[src/rtl/cache_pkg.sv]
// rtl/cache_pkg.sv - shared constants, way index type and FSM encoding for the tag controller
package cache_pkg;

  localparam int WAYS = 4;

  typedef logic [1:0] way_idx_t;

  typedef enum logic [1:0] {
    ST_IDLE      = 2'd0,
    ST_MISS_REQ  = 2'd1,
    ST_MISS_WAIT = 2'd2,
    ST_FILL      = 2'd3
  } state_t;

endpackage

[src/rtl/cache_tag_ctrl_if.sv]
// rtl/cache_tag_ctrl_if.sv - lookup, response, LRU and memory-fetch signals of the tag controller
interface cache_tag_ctrl_if
  import cache_pkg::*;
#(
  parameter int TAG_W = 8
);

  logic             req_valid;
  logic [TAG_W-1:0] req_tag;
  logic             req_ready;
  logic             resp_valid;
  logic             resp_hit;
  way_idx_t         resp_way;
  way_idx_t         lru_way;
  way_idx_t         line_index;
  logic             hit;
  logic             lru_update;
  logic             mem_req_valid;
  logic [TAG_W-1:0] mem_req_tag;
  logic             mem_req_ready;
  logic             mem_resp_valid;

  modport master (
    output req_valid, req_tag, lru_way, mem_req_ready, mem_resp_valid,
    input  req_ready, resp_valid, resp_hit, resp_way, line_index, hit, lru_update,
           mem_req_valid, mem_req_tag
  );

  modport slave (
    input  req_valid, req_tag, lru_way, mem_req_ready, mem_resp_valid,
    output req_ready, resp_valid, resp_hit, resp_way, line_index, hit, lru_update,
           mem_req_valid, mem_req_tag
  );

endinterface

[src/rtl/tag_cmp.sv]
// rtl/tag_cmp.sv - parallel tag compare with lowest-way priority on multiple matches
module tag_cmp
  import cache_pkg::*;
#(
  parameter int TAG_W = 8,
  parameter int WAYS  = cache_pkg::WAYS
) (
  input  logic [WAYS-1:0][TAG_W-1:0] tags,
  input  logic [WAYS-1:0]            valids,
  input  logic [TAG_W-1:0]           req_tag,
  output logic                       any_hit,
  output way_idx_t                   hit_way
);

  // Scanning downward lets the lowest matching way overwrite any higher one.
  always_comb begin
    any_hit = 1'b0;
    hit_way = '0;
    for (int i = WAYS - 1; i >= 0; i--) begin
      if (valids[i] && (tags[i] == req_tag)) begin
        any_hit = 1'b1;
        hit_way = way_idx_t'(i);
      end
    end
  end

endmodule

[src/rtl/cache_tag_ctrl.sv]
// rtl/cache_tag_ctrl.sv - 4-way tag store with hit lookup, miss fetch and fill FSM
// Optional CACHE_STATS_EN adds saturating hit_count/miss_count outputs.
module cache_tag_ctrl
  import cache_pkg::*;
#(
  parameter int TAG_W = 8,
  parameter int WAYS  = cache_pkg::WAYS
) (
  input  logic             clk,
  input  logic             reset,
  cache_tag_ctrl_if.slave  bus
`ifdef CACHE_STATS_EN
  ,
  output logic [15:0]      hit_count,
  output logic [15:0]      miss_count
`endif
);

  state_t                     state, state_nxt;
  logic [WAYS-1:0]            valid_q;
  logic [WAYS-1:0][TAG_W-1:0] tag_q;
  logic [TAG_W-1:0]           miss_tag_q;
  way_idx_t                   victim_q;
  way_idx_t                   hit_way_q;
  logic                       hit_pulse_q;
  logic                       cmp_hit;
  way_idx_t                   cmp_way;
  logic                       accept;
  logic                       inv_found;
  way_idx_t                   inv_way;

  tag_cmp #(
    .TAG_W (TAG_W),
    .WAYS  (WAYS)
  ) u_tag_cmp (
    .tags    (tag_q),
    .valids  (valid_q),
    .req_tag (bus.req_tag),
    .any_hit (cmp_hit),
    .hit_way (cmp_way)
  );

  assign accept = bus.req_valid && (state == ST_IDLE);

  // Empty ways are always filled before the LRU choice is consulted.
  always_comb begin
    inv_found = 1'b0;
    inv_way   = '0;
    for (int i = WAYS - 1; i >= 0; i--) begin
      if (!valid_q[i]) begin
        inv_found = 1'b1;
        inv_way   = way_idx_t'(i);
      end
    end
  end

  always_comb begin
    state_nxt = state;
    case (state)
      ST_IDLE:      if (accept && !cmp_hit)   state_nxt = ST_MISS_REQ;
      ST_MISS_REQ:  if (bus.mem_req_ready)    state_nxt = ST_MISS_WAIT;
      ST_MISS_WAIT: if (bus.mem_resp_valid)   state_nxt = ST_FILL;
      ST_FILL:                                state_nxt = ST_IDLE;
      default:                                state_nxt = ST_IDLE;
    endcase
  end

  always_comb begin
    bus.req_ready     = (state == ST_IDLE);
    bus.mem_req_valid = (state == ST_MISS_REQ);
    bus.mem_req_tag   = (state == ST_MISS_REQ) ? miss_tag_q : '0;
    bus.resp_valid    = 1'b0;
    bus.resp_hit      = 1'b0;
    bus.resp_way      = '0;
    bus.lru_update    = 1'b0;
    bus.hit           = 1'b0;
    bus.line_index    = '0;
    // FILL and a registered hit pulse never coincide: hits are only accepted in IDLE.
    if (state == ST_FILL) begin
      bus.resp_valid = 1'b1;
      bus.resp_way   = victim_q;
      bus.lru_update = 1'b1;
      bus.hit        = 1'b1;
      bus.line_index = victim_q;
    end else if (hit_pulse_q) begin
      bus.resp_valid = 1'b1;
      bus.resp_hit   = 1'b1;
      bus.resp_way   = hit_way_q;
      bus.lru_update = 1'b1;
      bus.hit        = 1'b1;
      bus.line_index = hit_way_q;
    end
  end

  always_ff @(posedge clk or negedge reset) begin
    if (!reset) begin
      state       <= ST_IDLE;
      valid_q     <= '0;
      tag_q       <= '0;
      miss_tag_q  <= '0;
      victim_q    <= '0;
      hit_way_q   <= '0;
      hit_pulse_q <= 1'b0;
    end else begin
      state       <= state_nxt;
      hit_pulse_q <= accept && cmp_hit;
      if (accept && cmp_hit) begin
        hit_way_q <= cmp_way;
      end
      if (accept && !cmp_hit) begin
        miss_tag_q <= bus.req_tag;
      end
      if ((state == ST_MISS_WAIT) && bus.mem_resp_valid) begin
        victim_q <= inv_found ? inv_way : bus.lru_way;
      end
      if (state == ST_FILL) begin
        tag_q[victim_q]   <= miss_tag_q;
        valid_q[victim_q] <= 1'b1;
      end
    end
  end

`ifdef CACHE_STATS_EN
  always_ff @(posedge clk or negedge reset) begin
    if (!reset) begin
      hit_count  <= '0;
      miss_count <= '0;
    end else if (bus.resp_valid) begin
      if (bus.resp_hit) begin
        if (hit_count != 16'hFFFF) hit_count <= hit_count + 16'd1;
      end else begin
        if (miss_count != 16'hFFFF) miss_count <= miss_count + 16'd1;
      end
    end
  end
`endif

endmodule

[src/flat_wrapper.sv]
// flat-port wrapper written by rule: the top's interface ports become plain ports
module cache_tag_ctrl_flat import cache_pkg::*;
#(
  parameter int TAG_W = 8,
  parameter int WAYS  = cache_pkg::WAYS
)
  (clk, reset, bus_req_valid, bus_req_tag, bus_lru_way, bus_mem_req_ready, bus_mem_resp_valid, bus_req_ready, bus_resp_valid, bus_resp_hit, bus_resp_way, bus_line_index, bus_hit, bus_lru_update, bus_mem_req_valid, bus_mem_req_tag);
  cache_tag_ctrl_if #(.TAG_W(TAG_W)) bus_i ();
  input  logic clk;
  input  logic reset;
  input wire logic [$bits(bus_i.req_valid)-1:0] bus_req_valid;
  input wire logic [$bits(bus_i.req_tag)-1:0] bus_req_tag;
  input wire logic [$bits(bus_i.lru_way)-1:0] bus_lru_way;
  input wire logic [$bits(bus_i.mem_req_ready)-1:0] bus_mem_req_ready;
  input wire logic [$bits(bus_i.mem_resp_valid)-1:0] bus_mem_resp_valid;
  output wire logic [$bits(bus_i.req_ready)-1:0] bus_req_ready;
  output wire logic [$bits(bus_i.resp_valid)-1:0] bus_resp_valid;
  output wire logic [$bits(bus_i.resp_hit)-1:0] bus_resp_hit;
  output wire logic [$bits(bus_i.resp_way)-1:0] bus_resp_way;
  output wire logic [$bits(bus_i.line_index)-1:0] bus_line_index;
  output wire logic [$bits(bus_i.hit)-1:0] bus_hit;
  output wire logic [$bits(bus_i.lru_update)-1:0] bus_lru_update;
  output wire logic [$bits(bus_i.mem_req_valid)-1:0] bus_mem_req_valid;
  output wire logic [$bits(bus_i.mem_req_tag)-1:0] bus_mem_req_tag;
  assign bus_i.req_valid = bus_req_valid;
  assign bus_i.req_tag = bus_req_tag;
  assign bus_i.lru_way = bus_lru_way;
  assign bus_i.mem_req_ready = bus_mem_req_ready;
  assign bus_i.mem_resp_valid = bus_mem_resp_valid;
  assign bus_req_ready = bus_i.req_ready;
  assign bus_resp_valid = bus_i.resp_valid;
  assign bus_resp_hit = bus_i.resp_hit;
  assign bus_resp_way = bus_i.resp_way;
  assign bus_line_index = bus_i.line_index;
  assign bus_hit = bus_i.hit;
  assign bus_lru_update = bus_i.lru_update;
  assign bus_mem_req_valid = bus_i.mem_req_valid;
  assign bus_mem_req_tag = bus_i.mem_req_tag;
  cache_tag_ctrl #(.TAG_W(TAG_W), .WAYS(WAYS)) u_core (.clk(clk), .reset(reset), .bus(bus_i));
endmodule
[config.mk]
export PLATFORM = sky130hd
export DESIGN_NAME = cache_tag_ctrl_flat
export DESIGN_NICKNAME = d
export VERILOG_FILES = /design/src/rtl/cache_pkg.sv /design/src/rtl/cache_tag_ctrl_if.sv /design/src/rtl/tag_cmp.sv /design/src/rtl/cache_tag_ctrl.sv /design/src/flat_wrapper.sv
export SDC_FILE = /design/constraint.sdc
export NUM_CORES = 1
export LEC_CHECK = 0
export BUFFER_PORTS_ARGS = -buffer_cell sky130_fd_sc_hd__buf_4
export CAP_MARGIN = 20
export CORE_ASPECT_RATIO = 0.9
export CORE_UTILIZATION = 50
export CTS_CLUSTER_DIAMETER = 60
export DETAILED_ROUTE_END_ITERATION = 10
export PLACE_DENSITY = 0.73
export SLEW_MARGIN = 5
export SYNTH_ARGS = -nofsm -noshare
export SYNTH_HDL_FRONTEND = slang
export SYNTH_SLANG_ARGS = --single-unit
export TNS_END_PERCENT = 10
[constraint.sdc]
create_clock -name clk -period 1.8 [get_ports clk]
set_input_delay 0.18 -clock clk [delete_from_list [all_inputs] [get_ports clk]]
set_output_delay 0.18 -clock clk [all_outputs]
set_load 0.03 [all_outputs]
==> results.yml <==
status:
  outcome: "finished clean"
placement:
  place_inst: 316
  post-place-ws_ns: -0.0237
  place_area_um2: 3090
  dp_hpwl_um: 3820
  io_buffers: 32
  gp_congestion: 0.818
floorplan:
  rows: 25
  core_um2: 5290
  ioPinCount: 33
  initial_utilization: 0.523
  die_w_um: 80.4
  dieArea_um2: 5830
  fp.dieH_um: 72.5
sta:
  max_slew.worst_pin.slew_ns: 0.645
  fin_hold_ws_ns: 0.173
  maxSlewHeadroom: 0.570
  rsz0062_at_grt: "true"
  setup_slack_ns: 0.0748
  setup_viol: 0
  fin_crit_sh: 0.958
  slew_viol_final: 0
  fmax_mhz: 580
  tns_ns: 0
  hold_viol_final: 0
  period_needed_ns: 1.73
  fin_skew_ns: 0.00818
finish:
  fin_util: 0.612
  layout-drive-gt1-share: 0.360
  syn_to_final_growth_pct: 17.0
  fin_cells: 325
  n_antenna_cell: 0
  design_area_um2: 3230
  nets: 276
  fillers: 450
clocking:
  clk_pin_slew_ns: 0.09
  clockBufferDepth: 2
  clock_latency_ns: 0.31
  cts_htree_levels: 2
  cts_sinks: 51
  clockRootBuffer: "clkbuf_8"
  cts_made_buffers: 5
  cts_setup_buffers: 0
  cts_tree: "done"
logic_synthesis:
  synth-warning-count: 0
  syn_nets: 239
  synth_area_leader_cell: "dfrtp_1"
  yosysSeqAreaShare: 0.462
  ys_ff_latch: 51
  netlist_instances: 220
  synth_edf_count: 0
  async_reset_ff_frac: 1.00
  netlist-cell-type-count: 44
  synthesis.area_um2: 2760
  netlist.area_leader.share: 0.462
  synth_flop_cell: "dfrtp_1"
  synth_area_leaders: "dfrtp_1, xnor2_1, mux2_1, mux2_4, mux2_2"
  synth_area_per_cell_um2: 12.6
detailed_routing:
  viasPerCell: 5.41
  dr.first_iter.drc_count: 76
  drc: 0
  routedWlPerCell_um: 16.6
  dr.pass1.iters: 4
  vias: 1758
  final_antenna_net_count: 0
  wl_um: 5390
worst_setup_path:
  r2r_slack_ns: 0.07
  endpoint_kind: "flop"
  r2r-end: "u_core.miss_tag_q[6]$_DFFE_PN0P_"
  cp-endpoint: "u_core.miss_tag_q[6]$_DFFE_PN0P_"
  worstSetupPathType: "flop to flop"
  crit_path_start_kind: "flop"
  worstPathMaxFanout: 9
  critical_path_arrival_ns: 1.92
  rr_startpoint: "u_core.state[1]$_DFFE_PN0P_"
  reg2regPathDepth: 6
  worstPathRequired_ns: 1.99
  cp-startpoint: "u_core.state[1]$_DFFE_PN0P_"
grt:
  overflow: 0
  grt_pass1_wl_um: 8740
  grt_usage: 0.209
  grt_max_degree: 52
  grt_pass1_vias: 1677
  antenna_found_initial: 0
pwr:
  report.power.total_mw: 5.32
  p_leak_nw: 1.46
  cellPowerDensity_nw_per_um2: 1640
  irDropWorstVdd_mv: 0.887
flow_run:
  drv_cap: 0
min_path:
  hold_class: "primary input to flop"
[what timing repair did]
item,in CTS,in global routing
pin swaps,0,2
endpoints found under the setup margin,8,24
hold endpoints to repair,51,0
hold buffers,1,0
gates resized for setup,2,9
[sequential cells by signal (all words and copies together), names as in the netlist]
| name | flops |
|---|---|
| u_core.hit_pulse_q | 1 |
| u_core.hit_way_q | 2 |
| u_core.miss_tag_q | 8 |
| u_core.state | 2 |
| u_core.tag_q | 32 |
| u_core.valid_q | 4 |
| u_core.victim_q | 2 |
[Yosys cell counts (3+ instances only)]
| cell | count |
|---|---|
| nor3_4 | 3 |
| dfrtp_1 | 51 |
| o21ai_1 | 3 |
| mux2_1 | 23 |
| inv_1 | 4 |
| nand4_1 | 5 |
| a21oi_1 | 3 |
| mux2_2 | 9 |
| buf_4 | 4 |
| nand2_1 | 13 |
| buf_6 | 8 |
| nand3_1 | 6 |
| ha_1 | 4 |
| mux2_4 | 8 |
| xnor2_1 | 30 |
| nor2_1 | 3 |
| and2_1 | 8 |
| nand3b_1 | 3 |
[per-layer routing]
layer | vias up | global-route usage | part of all wire
met2 | 44 | 0.332 | 0.48
met3 | 9 | 0.0390 | 0.042
met4 | 0 | 0.0694 | 0.017
met5 | - | 0 | 0
met1 | 876 | 0.290 | 0.46
li1 | 829 | - | -
[area by class of cell]
cell class | instances | area [um^2] | area share
multi-input cells | 149 | 1410 | 0.435
flip-flops and latches | 51 | 1280 | 0.395
repair buffers | 45 | 365 | 0.113
well taps | 67 | 83.8 | 0.0259
clock buffers | 5 | 68.8 | 0.0213
inverters | 5 | 18.8 | 0.00580
clock inverters | 3 | 15.0 | 0.00464
[kinds of logic after synthesis]
| kind of cell | synth area share |
|---|---|
| AO/OA/AOI/OAI | 0.0561 |
| XOR/XNOR | 0.104 |
| adder cells (fa/ha/maj) | 0.0181 |
| buffers and inverters | 0.0548 |
| flip-flops | 0.462 |
| multiplexers | 0.174 |
| AND/OR/NAND/NOR | 0.131 |
[how the worst min path moves through the flow]
stage,start,to,slack [ns],depth (start not counted)
floorplan,reset,u_core.hit_pulse_q$_DFF_PN0_,-0.12,0
global placement,reset,u_core.tag_q[23]$_DFFE_PN0P_,0.25,1
detailed placement,reset,u_core.tag_q[23]$_DFFE_PN0P_,0.25,1
CTS,bus_req_tag[4],u_core.miss_tag_q[4]$_DFFE_PN0P_,0.16,2
global route,bus_req_tag[4],u_core.miss_tag_q[4]$_DFFE_PN0P_,0.16,2
finish,bus_req_tag[4],u_core.miss_tag_q[4]$_DFFE_PN0P_,0.17,2
[layout by cell type, fill, tap and decap left out, types with 2 or more instances in the layout]
| master | Yosys | layout |
|---|---|---|
| o21ai_1 | 3 | 3 |
| nor2_1 | 3 | 2 |
| a21oi_1 | 3 | 3 |
| nand3_2 | 1 | 2 |
| inv_1 | 4 | 2 |
| buf_4 | 4 | 42 |
| dfrtp_1 | 51 | 51 |
| mux2_1 | 23 | 23 |
| nand3b_1 | 3 | 3 |
| mux2_4 | 8 | 8 |
| and2_1 | 8 | 8 |
| o211ai_1 | 2 | 2 |
| xnor2_1 | 30 | 24 |
| clkbuf_8 | 0 | 5 |
| clkinv_2 | 0 | 3 |
| xnor2_2 | 1 | 7 |
| nand2_1 | 13 | 13 |
| inv_2 | 1 | 3 |
| nand3_1 | 6 | 5 |
| ha_1 | 4 | 2 |
| mux2_2 | 9 | 9 |
| nand2b_1 | 2 | 2 |
| buf_12 | 0 | 2 |
| nand4_1 | 5 | 5 |
| a22o_1 | 2 | 2 |
| or2_1 | 2 | 2 |
| nor3_4 | 3 | 3 |
[worst max-delay path, cell delays in order (launching register included)]
cell     delay [ns]
dfrtp_1        0.46
inv_2          0.11
ha_4           0.13
nand2_1        0.12
nor3_4         0.33
nand2_8        0.14
mux2_4         0.32
[where the power goes]
part / switching (mW) / internal, mW / total, mW / leakage [nW]
registers: 0.483 / 1.67 / 2.15 / 0.617
logic: 1.25 / 1.28 / 2.53 / 0.800
clock network: 0.371 / 0.267 / 0.638 / 0.0477
No activity file was read; power rests on OpenSTA's default activity.
